## src/rtl/wb_fifo_pkg.sv

```systemverilog
// wb_fifo_pkg: state encoding and status-word decoding shared by the FIFO block drainer.
package wb_fifo_pkg;

    typedef enum logic [2:0] {S_IDLE, S_POLL, S_EVAL, S_READ, S_PUSH, S_WAIT, S_FIN} state_t;

    localparam int STAT_EMPTY_BIT = 0;

    // An asserted empty flag overrides the level field, so a stale level can never trigger a read.
    function automatic logic [31:0] stat_level(input logic [31:0] dat, input int adr_w);
        logic [31:0] w_mask;
        w_mask = (32'd1 << (adr_w + 1)) - 32'd1;
        return dat[STAT_EMPTY_BIT] ? 32'd0 : ((dat >> 1) & w_mask);
    endfunction

endpackage

```

## src/rtl/wb_fifo_block_drainer_rd.sv

```systemverilog
// wb_single_rd_master: one Wishbone single read; registered cyc/stb held until ack, dropped on the ack edge.
module wb_single_rd_master (
    input  logic        clk_i,
    input  logic        rst_i,
    input  logic        req_i,
    output logic        done_o,
    output logic [31:0] dat_o,
    output logic        cyc_o,
    output logic        stb_o,
    input  logic        ack_i,
    input  logic [31:0] dat_i
);

    logic r_stb;

    // The ack branch wins over req_i so the strobe always sees at least one low cycle between reads.
    always_ff @(posedge clk_i) begin
        if (rst_i) r_stb <= 1'b0;
        else if (r_stb && ack_i) r_stb <= 1'b0;
        else if (req_i) r_stb <= 1'b1;
    end

    assign cyc_o  = r_stb;
    assign stb_o  = r_stb;
    assign done_o = r_stb && ack_i;
    assign dat_o  = dat_i;

endmodule

```

## src/rtl/wb_fifo_block_drainer.sv

```systemverilog
// wb_fifo_block_drainer: polls a FIFO reader's fill level, then reads and streams a fixed-length block of words.
module wb_fifo_block_drainer
    import wb_fifo_pkg::*;
#(
    parameter int ADR_W    = 4,
    parameter int LEN_W    = 16,
    parameter int POLL_GAP = 4
) (
    input  logic             clk_i,
    input  logic             rst_i,
    input  logic             start_i,
    input  logic [LEN_W-1:0] len_i,
    input  logic             abort_i,
    output logic             busy_o,
    output logic             done_o,
    output logic             wbs_cyc_o,
    output logic             wbs_stb_o,
    input  logic             wbs_ack_i,
    input  logic [31:0]      wbs_dat_i,
    output logic             wbd_cyc_o,
    output logic             wbd_stb_o,
    input  logic             wbd_ack_i,
    input  logic [31:0]      wbd_dat_i,
    output logic [31:0]      out_dat_o,
    output logic             out_vld_o,
    input  logic             out_rdy_i
);

    localparam int GW = $clog2(POLL_GAP) + 1;

    state_t           r_state, w_next;
    logic [LEN_W-1:0] r_rem;
    logic [ADR_W:0]   r_lvl, r_burst, w_burst, w_s_lvl;
    logic [GW-1:0]    r_wait;
    logic [31:0]      r_out_dat, w_s_dat, w_d_dat;
    logic             r_out_vld, r_abt, w_abt, w_acc;
    logic             w_s_req, w_d_req, w_s_done, w_d_done;

    assign w_s_req = r_state == S_POLL;
    assign w_d_req = r_state == S_READ;
    assign w_abt   = abort_i || r_abt;
    assign w_acc   = r_out_vld && out_rdy_i;
    assign w_s_lvl = (ADR_W+1)'(stat_level(w_s_dat, ADR_W));
    // Compare at block-length width; the min always fits the level width.
    assign w_burst = (LEN_W'(r_lvl) < r_rem) ? r_lvl : r_rem[ADR_W:0];

    wb_single_rd_master u_stat (
        .clk_i  (clk_i),
        .rst_i  (rst_i),
        .req_i  (w_s_req),
        .done_o (w_s_done),
        .dat_o  (w_s_dat),
        .cyc_o  (wbs_cyc_o),
        .stb_o  (wbs_stb_o),
        .ack_i  (wbs_ack_i),
        .dat_i  (wbs_dat_i)
    );

    wb_single_rd_master u_data (
        .clk_i  (clk_i),
        .rst_i  (rst_i),
        .req_i  (w_d_req),
        .done_o (w_d_done),
        .dat_o  (w_d_dat),
        .cyc_o  (wbd_cyc_o),
        .stb_o  (wbd_stb_o),
        .ack_i  (wbd_ack_i),
        .dat_i  (wbd_dat_i)
    );

    always_comb begin
        w_next = r_state;
        case (r_state)
            S_IDLE:  if (start_i && !abort_i) w_next = (len_i == '0) ? S_FIN : S_POLL;
            S_POLL:  if (w_s_done) w_next = w_abt ? S_IDLE : S_EVAL;
            S_EVAL:  w_next = abort_i ? S_IDLE : (r_lvl == '0) ? S_WAIT : S_READ;
            S_READ:  if (w_d_done) w_next = w_abt ? S_IDLE : S_PUSH;
            S_PUSH:  if (abort_i) w_next = S_IDLE;
                     else if (w_acc) w_next = (r_rem == LEN_W'(1)) ? S_FIN :
                                              (r_burst == (ADR_W+1)'(1)) ? S_POLL : S_READ;
            S_WAIT:  w_next = abort_i ? S_IDLE : (r_wait == '0) ? S_POLL : S_WAIT;
            S_FIN:   w_next = S_IDLE;
            default: w_next = S_IDLE;
        endcase
    end

    always_ff @(posedge clk_i) begin
        if (rst_i) begin
            r_state   <= S_IDLE;
            r_rem     <= '0;
            r_lvl     <= '0;
            r_burst   <= '0;
            r_wait    <= '0;
            r_abt     <= 1'b0;
            r_out_dat <= '0;
            r_out_vld <= 1'b0;
        end else begin
            r_state <= w_next;
            // Remembers an abort seen while a bus cycle is still waiting for its ack.
            r_abt   <= w_abt && (w_next == S_POLL || w_next == S_READ);
            if (r_state == S_IDLE) r_rem <= len_i;
            else if (r_state == S_PUSH && w_acc) r_rem <= r_rem - 1'b1;
            if (w_s_done) r_lvl <= w_s_lvl;
            if (r_state == S_EVAL) r_burst <= w_burst;
            else if (r_state == S_PUSH && w_acc) r_burst <= r_burst - 1'b1;
            if (r_state == S_EVAL) r_wait <= GW'(POLL_GAP - 1);
            else if (r_wait != '0) r_wait <= r_wait - 1'b1;
            if (r_state == S_READ && w_d_done && !w_abt) r_out_dat <= w_d_dat;
            r_out_vld <= (r_state == S_READ && w_d_done && !w_abt) || (r_out_vld && !w_acc && !abort_i);
        end
    end

    assign busy_o    = r_state != S_IDLE && r_state != S_FIN;
    assign done_o    = r_state == S_FIN;
    assign out_dat_o = r_out_dat;
    assign out_vld_o = r_out_vld;

endmodule

```

## config.mk

```make
export PLATFORM = sky130hd
export DESIGN_NAME = wb_fifo_block_drainer
export DESIGN_NICKNAME = d
export VERILOG_FILES = /design/src/rtl/wb_fifo_pkg.sv /design/src/rtl/wb_fifo_block_drainer_rd.sv /design/src/rtl/wb_fifo_block_drainer.sv
export SDC_FILE = /design/constraint.sdc
export NUM_CORES = 1
export LEC_CHECK = 0
export BUFFER_PORTS_ARGS = -buffer_cell sky130_fd_sc_hd__buf_2
export CORE_MARGIN = 2
export CORE_UTILIZATION = 39
export CTS_BUF_LIST = sky130_fd_sc_hd__clkbuf_4
export DETAILED_ROUTE_END_ITERATION = 7
export PLACE_DENSITY = 0.74
export SETUP_SLACK_MARGIN = 0.4
export SYNTH_ARGS = -nofsm -noshare
export SYNTH_HDL_FRONTEND = slang
export SYNTH_SLANG_ARGS = --single-unit
```

## constraint.sdc

```tcl
create_clock -name clk_i -period 4.1 [get_ports clk_i]
set_clock_uncertainty 0.15 [all_clocks]
set_input_delay 0.41 -clock clk_i [delete_from_list [all_inputs] [get_ports clk_i]]
set_output_delay 0.41 -clock clk_i [all_outputs]
set_load 0.005 [all_outputs]
```

==> impl_metrics.py, run 1 <==
metrics = {
    "synth": {
        "synthDistinctLibCells": 49,
        "ys_ff_latch": 68,
        "synth.most_common_cell": "nand2_1",
        "seq_area_frac_synth_pct": 41.5,
        "yosysTopAreaCellShare_pct": 41.5,
        "netlist_area_um2": 3280,
        "yosysWarnings": 0,
        "async_reset_ff_share_pct": 0,
        "avgSynthCellArea_um2": 7.94,
        "synth-main-ff-cell": "dfxtp_1",
        "syn_nets": 510,
        "syn_inst": 413,
        "synthTopCellsByArea": "dfxtp_1 (42%), nand2_1 (9.0%), a21oi_1 (7.5%), nor2_1 (4.1%), ha_1 (3.8%)",
        "synth_common_cells": "nand2_1 (79), dfxtp_1 (68), a21oi_1 (49)",
        "synth_top_cell_by_area": "dfxtp_1",
        "synth-edff-count": 0,
    },
    "cts": {
        "ctsHoldBuffers": 0,
        "cts_made_buffers": 9,
        "clk_latency_ps": 420,
        "cts_sinks": 68,
        "clockBufferDepth": 2,
        "htree_levels": 3,
        "cts_tree": "yes",
        "cts_root_buf": "clkbuf_4",
        "cts_setup_buffers": 0,
        "post_cts_resized": 0,
        "path_clk_slew_ps": 120,
    },
    "timing": {
        "fmax_ghz": 0.392,
        "drv_slew": 0,
        "fin_crit_ps": 2550,
        "rsz0062_at_grt": "false",
        "tightest_slew_ps": 946,
        "finalSetupViolations": 0,
        "fin_crit_sh_pct": 62.1,
        "tns_ps": 0,
        "finalHoldViolCount": 0,
        "max_slew_margin_pct": 36.4,
    },
    "die": {
        "num_rows": 33,
        "io_pins": 126,
        "die_h_um": 95.7,
        "core_um2": 8180,
        "die_width_um": 95.7,
        "start_util_pct": 40.1,
        "die_area_um2": 9160,
    },
    "power_and_ir_drop": {
        "irDropWorstVdd_mv": 0.156,
        "p_leak_nw": 1.62,
        "power_mw": 1.36,
        "powerDensity_nw_per_um2": 342,
    },
    "route": {
        "vias": 3193,
        "first_pass_iters": 4,
        "ant_nets": 0,
        "wl_per_cell_um": 13.3,
        "drtIter0Drc": 249,
        "drc_errors": 0,
        "detail_route.vias_per_cell": 5.23,
        "wirelength_um": 8120,
    },
    "flow_run": {
        "maxCapViolCount": 0,
    },
    "hold_path": {
        "hold_class": "input port to flop",
        "worst_hold_startpoint": "wbd_dat_i[26]",
        "hold_path_depth": 3,
    },
    "global_route": {
        "antenna_found_initial": 0,
        "grt_overflow": 0,
        "grt_pass1_wl_um": 13100,
        "grt_pass1_vias": 2869,
        "track_usage_pct": 18.0,
        "grt_max_degree": 38,
    },
    "layout": {
        "seqCellArea_um2": 1360,
        "antenna_cells": 0,
        "multi_input_area_um2": 1770,
        "fillers": 790,
        "area_growth_pct": 21.1,
        "layout-drive-gt1-share_pct": 24.6,
        "final_cells": 610,
        "nNetsFinal": 597,
        "final_util_pct": 48.6,
    },
    "setup_path": {
        "endpoint_kind": "primary output",
        "cp-startpoint": "r_state[1]$_SDFF_PP0_",
        "cp.arrival_ps": 1990,
        "critical_path_class": "flop to primary output",
        "endpoint": "busy_o",
        "r2r_slack_ps": 1620,
        "reg2reg_to": "out_dat_o[2]$_SDFFE_PP0P_",
        "reg2reg_depth": 5,
        "cp_data_required_time_ps": 3540,
        "crit_fanout": 17,
        "r2r_start": "r_state[0]$_SDFF_PP0_",
        "start_kind": "flop",
    },
    "placed_design": {
        "place.gp.congestion": 0.903,
        "placed_cells_incl_taps": 594,
        "place_hpwl_um": 5960,
        "port_buffers": 99,
    },
    "outcome": {
        "outcome": "finished clean",
    },
}
sequential cells by signal (all words and copies together), names as in the netlist:
name and count:
out_dat_o 32, r_rem 16, r_burst 5, r_lvl 5, r_state 3, r_wait 3
out_vld_o 1, r_abt 1, u_data.cyc_o 1, u_stat.cyc_o 1
placed cells by master (no fill, tap or decap), drive strengths merged, types with 2 or more instances in the layout:
cell type  synthesis  layout
buf                5     103
nand2             79      79
dfxtp             68      68
a21oi             49      49
nor2              36      36
a211oi            13      13
inv               11      12
nor4              11      11
nor3              10      10
ha                10      10
clkbuf            22       9
nand4              8       8
xnor2              8       8
o21ai              7       7
mux2i              7       7
nand3              6       6
nor3b              6       6
a31oi              6       6
xor2               5       5
nand2b             4       4
or4                4       4
o21a               3       3
o211ai             3       3
or3                3       3
clkinv             0       3
and2               2       2
nor4b              2       2
nand4b             2       2
and3               2       2
or3b               2       2
a32oi              2       2
o22ai              2       2
clkinvlp           0       2
worst max-delay path, cell delays in order (launching register included):
cell and delay [ps]:
dfxtp_1 470, nor3_1 830, nor2_1 100, buf_2 160
routing by layer:
| layer | up-vias | wire length, µm | GRT usage [%] |
|---|---|---|---|
| li1 | 1640 | - | - |
| met3 | 16 | 443 | 3.76 |
| met4 | 0 | 199 | 7.98 |
| met1 | 1443 | 3630 | 23.6 |
| met2 | 94 | 3850 | 28.6 |
| met5 | - | 0 | 0 |
worst min-delay path by stage:
stage | slack (ps) | to
floorplan | 300 | out_dat_o[0]$_SDFFE_PP0P_
global placement | 290 | out_dat_o[15]$_SDFFE_PP0P_
detailed placement | 290 | out_dat_o[19]$_SDFFE_PP0P_
CTS | 30 | out_dat_o[26]$_SDFFE_PP0P_
global route | 40 | out_dat_o[4]$_SDFFE_PP0P_
finish | 60 | out_dat_o[26]$_SDFFE_PP0P_
where the power goes:
group / switching (mW) / total, mW / internal [mW]
Clock: 0.255 / 0.444 / 0.188
Sequential: 0.0291 / 0.718 / 0.689
Combinational: 0.105 / 0.195 / 0.0897
cell families (layout without fill, tap and decap cells):
| group | Yosys count | count (layout) | synth area share (%) |
|---|---|---|---|
| simple gates | 183 | 183 | 26.9 |
| compound gates | 94 | 94 | 17.4 |
| flops | 68 | 68 | 41.5 |
| buf+inv | 38 | 130 | 4.81 |
| xor+xnor | 13 | 13 | 3.47 |
| fa+ha+maj | 10 | 10 | 3.82 |
| mux | 7 | 7 | 2.14 |
cell type report:
cell class              instances  share of cell area [%]
clock buffers                   9                    1.70
clock inverters                 7                    1.92
inverters                      11                    1.04
multi-input cells             307                    44.5
flip-flops and latches         68                    34.3
well taps                     105                    3.31
repair buffers                103                    13.2
stage by stage:
stage	worst slack, ps	hold WS (ps)	cell area [µm²]
after CTS	1560	34.1	3970
after detailed placement	1620	293	3830
after floorplan	1910	303	3280
after global placement	1680	289	3830
after global routing	1320	38.8	3970
final	1550	59.1	3970
Power figures use the tool's default switching activity.
==> run 2: changes to the inputs <==
Clock period 4.1 ns to 2.66 ns, I/O delays scaled along.
==> run 2 against run 1 <==
Effect of this change: utilization up 6.9 points; setup slack got worse by 1100 ps; count of clock-buffer cells in the layout up 1; non-clock buffer count increased by 48; highest routed layer unchanged; via count grew 7.9%.
==> impl_metrics.py, run 2 (synthesis gave the netlist of run 1 again) <==
metrics = {
    "placed_design": {
        "place_hpwl_um": 5940,
        "placed_cells_incl_taps": 596,
        "place.gp.congestion": 0.919,
        "port_buffers": 99,
        "place_area_um2": 3850,
    },
    "timing": {
        "finalHoldViolCount": 0,
        "tns_ps": 0,
        "rsz0062_at_grt": "true",
        "drv_slew": 0,
        "tightest_slew_ps": 553,
        "fmax_ghz": 0.447,
        "fin_crit_sh_pct": 84.1,
        "max_slew_margin_pct": 63.0,
        "finalSetupViolations": 0,
        "fin_crit_ps": 2240,
        "whs_ps": 11.9,
    },
    "layout": {
        "final_util_pct": 55.4,
        "nNetsFinal": 645,
        "finalInstanceArea_um2": 4530,
        "final_cells": 658,
        "area_growth_pct": 38.2,
        "final_cell_mix": "buf_2 (99), nand2_1 (79), dfxtp_1 (62), a21oi_1 (49), dlygate4sd3_1 (43)",
        "layout.cells.most_common": "buf_2",
        "antenna_cells": 0,
        "largest_register_ff_count": 32,
        "fillers": 739,
        "layout-drive-gt1-share_pct": 25.1,
    },
    "hold_path": {
        "hold_class": "input port to flop",
    },
    "die": {
        "num_rows": 33,
        "die_area_um2": 9160,
        "die_h_um": 95.7,
        "core_um2": 8180,
        "io_pins": 126,
        "die_width_um": 95.7,
        "start_util_pct": 40.1,
    },
    "setup_path": {
        "cp-startpoint": "r_rem[11]$_SDFFE_PP0P_",
        "crit_fanout": 5,
        "path_cells": "or4_4 -> or3_4 -> a2111o_1 -> mux2i_1 -> a211oi_1",
        "reg2reg_to": "r_burst[3]$_SDFFE_PP0P_",
        "max_stage_delay_ps": 540,
        "critical_path_class": "flop to flop",
        "cp_slowest_cell": "or4_4",
        "cp_data_required_time_ps": 2840,
        "endpoint": "r_burst[3]$_SDFFE_PP0P_",
        "r2r_start": "r_rem[11]$_SDFFE_PP0P_",
        "r2r_slack_ps": 420,
        "cp.arrival_ps": 2410,
        "start_kind": "flop",
        "reg2reg_depth": 5,
        "endpoint_kind": "flop",
    },
    "route": {
        "vias": 3444,
        "wl_per_cell_um": 13.8,
        "first_pass_iters": 5,
        "ant_nets": 0,
        "wirelength_um": 9090,
        "detail_route.vias_per_cell": 5.23,
        "drtIter0Drc": 287,
        "drc_errors": 0,
    },
    "flow_run": {
        "maxCapViolCount": 0,
    },
    "cts": {
        "cts_root_buf": "clkbuf_4",
        "cts_tree": "yes",
        "path_clk_slew_ps": 110,
        "cts_sinks": 68,
        "cts_made_buffers": 9,
        "htree_levels": 3,
        "clk_latency_ps": 420,
        "clockBufferDepth": 2,
    },
    "power_and_ir_drop": {
        "irDropWorstVdd_mv": 0.354,
        "powerDensity_nw_per_um2": 518,
        "p_leak_nw": 1.87,
    },
    "global_route": {
        "grt_overflow": 0,
        "track_usage_pct": 19.2,
        "grt_pass1_wl_um": 13900,
        "grt_max_degree": 45,
        "grt_pass1_vias": 3085,
        "antenna_found_initial": 0,
    },
    "outcome": {
        "outcome": "finished clean",
    },
}
## run 2: cell types whose count changed in the layout (fill, tap and decap cells not counted), sizes merged
cell,previous run,this run
dlygate4sd3,0,43
buf,103,108
bufinv,1,3
clkinv,3,1
clkbuf,9,10
clkinvlp,2,1
## run 2: power breakdown
| part | internal (mW) | switching (mW) | leakage, nW | total (mW) |
|---|---|---|---|---|
| Combinational | 0.190 | 0.175 | 1.22 | 0.365 |
| Sequential | 1.06 | 0.0457 | 0.556 | 1.11 |
| Clock | 0.488 | 0.384 | 0.0970 | 0.872 |
## run 2: layer usage
layer / wire length, µm / vias to the layer above / GRT usage (%)
met5: 0 / - / 0
met4: 227 / 0 / 9.64
met3: 473 / 20 / 3.21
met2: 4410 / 107 / 31.6
met1: 3980 / 1582 / 24.4
li1: - / 1735 / -
## run 2: final cells by class
| class | count | area [µm²] | area share (%) |
|---|---|---|---|
| clock buffers | 10 | 75.1 | 1.66 |
| multi-input cells | 307 | 1800 | 39.6 |
| well taps | 105 | 131 | 2.90 |
| clock inverters | 6 | 111 | 2.46 |
| inverters | 11 | 41.3 | 0.911 |
| repair buffers | 151 | 1010 | 22.2 |
| flip-flops and latches | 68 | 1370 | 30.3 |
## run 2: critical path: cells and delay by family (launching register included)
kind,cells,cell delay [ps]
simple gates,2,890
compound gates,2,630
flops,1,330
mux,1,160
## run 2: metrics by stage
| stage | worst slack [ps] | total power [mW] |
|---|---|---|
| floorplan | 474 | 1.32 |
| global placement | 367 | 1.41 |
| detailed placement | 341 | 1.43 |
| CTS | 384 | 2.35 |
| global route | 328 | 2.45 |
| finish | 424 | 2.35 |
## run 2: worst min-delay path by stage
stage                                          start                          to  slack (ps)  depth (start not counted)
after CTS                                   len_i[9]       r_rem[9]$_SDFFE_PP0P_           2                          3
final                                      len_i[14]      r_rem[14]$_SDFFE_PP0P_          10                          3
after detailed placement  out_dat_o[18]$_SDFFE_PP0P_  out_dat_o[18]$_SDFFE_PP0P_         290                          2
after global routing                        len_i[8]       r_rem[8]$_SDFFE_PP0P_          30                          3
after floorplan                         wbd_dat_i[0]   out_dat_o[0]$_SDFFE_PP0P_         250                          2
after global placement    out_dat_o[19]$_SDFFE_PP0P_  out_dat_o[19]$_SDFFE_PP0P_         290                          2
## run 2: repair_timing
item | in CTS | in global routing
pin swaps | 5 | 1
gates cloned | 0 | 0
gates resized for setup | 7 | 6
buffers inserted | 3 | 0
hold endpoints to repair | 43 | 0
endpoints found under the setup margin | 8 | 44
hold buffers | 43 | 0
==> run 3: changes to the inputs <==
Settings changed: PLACE_DENSITY 0.74 to 0.77.
Clock period 2.66 ns to 2 ns, I/O delays scaled along.
==> run 3 against run 2 <==
Effect of this change: the run now ends with setup timing left; maximum frequency shrank 4.4%; die area is the same; utilization increased by 17 points; highest routed layer unchanged.
==> impl_metrics.py, run 3 (synthesis gave the netlist of run 1 again) <==
metrics = {
    "route": {
        "first_pass_iters": 5,
        "drtIter0Drc": 480,
        "ant_nets": 0,
        "vias": 4170,
        "wirelength_um": 13900,
        "detail_route.vias_per_cell": 5.74,
        "wl_per_cell_um": 19.1,
        "drc_errors": 0,
    },
    "layout": {
        "area_growth_pct": 79.5,
        "final_cell_mix": "buf_2 (99), dfxtp_1 (57), dlygate4sd3_1 (53), nand2_1 (46), buf_4 (37)",
        "layout-drive-gt1-share_pct": 48.4,
        "layout.cells.most_common": "buf_2",
        "fillers": 517,
        "multi_input_area_um2": 2410,
        "nNetsFinal": 714,
        "largest_register_ff_count": 32,
        "finalInstanceArea_um2": 5890,
        "seqCellArea_um2": 1390,
        "antenna_cells": 0,
    },
    "timing": {
        "fin_crit_sh_pct": 117,
        "worst_slack_ps": -340,
        "whs_ps": 21.8,
        "rsz0062_at_grt": "true",
        "max_slew_margin_pct": 49.0,
        "fmax_ghz": 0.427,
        "drv_slew": 0,
        "fin_crit_ps": 2340,
        "finalHoldViolCount": 0,
        "tightest_slew_ps": 765,
        "finalSetupViolations": 12,
    },
    "setup_path": {
        "cp.arrival_ps": 2560,
        "critical_path_class": "flop to flop",
        "cp_data_required_time_ps": 2220,
        "endpoint_kind": "flop",
        "crit_fanout": 4,
        "start_kind": "flop",
    },
    "global_route": {
        "met2_usage_pct": 42.9,
        "grt_pass1_wl_um": 16800,
        "use_met1_pct": 25.2,
        "top_usage_layer": "met2",
        "grt_overflow": 0,
        "use_met3_pct": 5.32,
        "grt_pass1_vias": 3662,
        "track_usage_pct": 23.6,
        "grt_max_degree": 34,
        "antenna_found_initial": 0,
    },
    "die": {
        "die_h_um": 95.7,
        "io_pins": 126,
        "die_area_um2": 9160,
        "start_util_pct": 40.1,
        "num_rows": 33,
        "die_width_um": 95.7,
        "core_um2": 8180,
    },
    "cts": {
        "htree_levels": 3,
        "clk_latency_ps": 430,
        "cts_sinks": 68,
        "cts_made_buffers": 9,
        "cts_tree": "yes",
        "clockBufferDepth": 2,
        "path_clk_slew_ps": 120,
        "cts_root_buf": "clkbuf_4",
    },
    "power_and_ir_drop": {
        "irDropWorstVdd_mv": 0.512,
        "p_int_mw": 2.32,
        "clkPwrFrac_pct": 32.3,
        "sw_frac_of_total_pct": 28.8,
        "powerDensity_nw_per_um2": 553,
        "p_switching_mw": 0.938,
        "power.share.sequential_pct": 45.4,
        "p_comb_share_pct": 22.3,
        "p_leak_nw": 2.34,
    },
    "outcome": {
        "violations": "setup timing",
        "outcome": "finished with violations",
    },
    "placed_design": {
        "port_buffers": 99,
        "place_area_um2": 4160,
        "place_hpwl_um": 6340,
        "place.gp.congestion": 0.867,
    },
    "flow_run": {
        "maxCapViolCount": 0,
    },
    "hold_path": {
        "hold_class": "input port to flop",
    },
}
-- run 3: changes by cell type in the layout (fill, tap and decap cells not counted), moves of 10 or more --
cell           previous run  this run
a21oi_1                  49        14
a21oi_2                   0        35
nand2_1                  79        46
dlygate4sd3_1            43        53
buf_4                     8        37
buf_6                     0        21
nand2_4                   0        31
-- run 3: critical path, stage by stage, from the launching register on --
cell	delay, ps
dfxtp_2	340
or4_4	550
or3_4	360
a2111o_1	410
buf_6	180
mux2i_4	180
a21oi_2	120
-- run 3: worst paths after layout --
kind / slack [ps] / endpoint / cells past startpoint / start
min: 20 / r_lvl[2]$_SDFFE_PP0P_ / 4 / wbs_dat_i[3]
max reg2reg: -340 / r_burst[1]$_SDFFE_PP0P_ / 6 / r_rem[8]$_SDFFE_PP0P_
max: -340 / r_burst[1]$_SDFFE_PP0P_ / 6 / r_rem[8]$_SDFFE_PP0P_
min reg2reg: 330 / out_dat_o[16]$_SDFFE_PP0P_ / 2 / out_dat_o[16]$_SDFFE_PP0P_
-- run 3: cell type report --
| cell class | count | share of cell area, % |
|---|---|---|
| multi-input combinational | 307 | 40.9 |
| inverter | 11 | 0.786 |
| sequential | 68 | 23.5 |
| clock buffer | 10 | 1.27 |
| timing repair buffer | 220 | 29.7 |
| tap | 105 | 2.23 |
| clock inverter | 6 | 1.51 |
-- run 3: timing repair --
| item | 4_1_cts | 5_1_grt |
|---|---|---|
| hold buffers | 53 | 0 |
| pin swaps | 26 | 39 |
| setup endpoints to repair | 59 | 60 |
| resized for setup | 43 | 134 |
| gates cloned | 0 | 4 |
| endpoints found under the hold margin | 57 | 0 |
| buffers inserted | 18 | 13 |
-- run 3: per-stage QoR --
step	TNS [ps]	instances	power, mW	utilization (%)	setup WS, ps
after floorplan	-773	413	1.78	-	-183
after global placement	-1050	623	1.95	50.9	-234
after detailed placement	-1360	623	1.97	50.9	-322
after CTS	-1680	710	3.16	63.5	-321
after global routing	-3350	727	3.38	72.0	-413
final	-2620	727	3.26	72.0	-340
-- run 3: routing by layer --
layer | part of all wire [%] | up-vias
li1 | - | 1874
met3 | 6.7 | 72
met4 | 4.1 | 0
met2 | 51 | 252
met5 | 0 | -
met1 | 39 | 1972
-- run 3: power by group through the flow --
| stage | clock network, mW | logic [mW] | registers [mW] |
|---|---|---|---|
| 2_1_floorplan | 0 | 0.293 | 1.49 |
| 3_3_place_gp | 0 | 0.459 | 1.49 |
| 3_5_place_dp | 0 | 0.481 | 1.49 |
| 4_1_cts | 1.06 | 0.633 | 1.47 |
| 5_1_grt | 1.12 | 0.779 | 1.48 |
| 6_report | 1.05 | 0.728 | 1.48 |
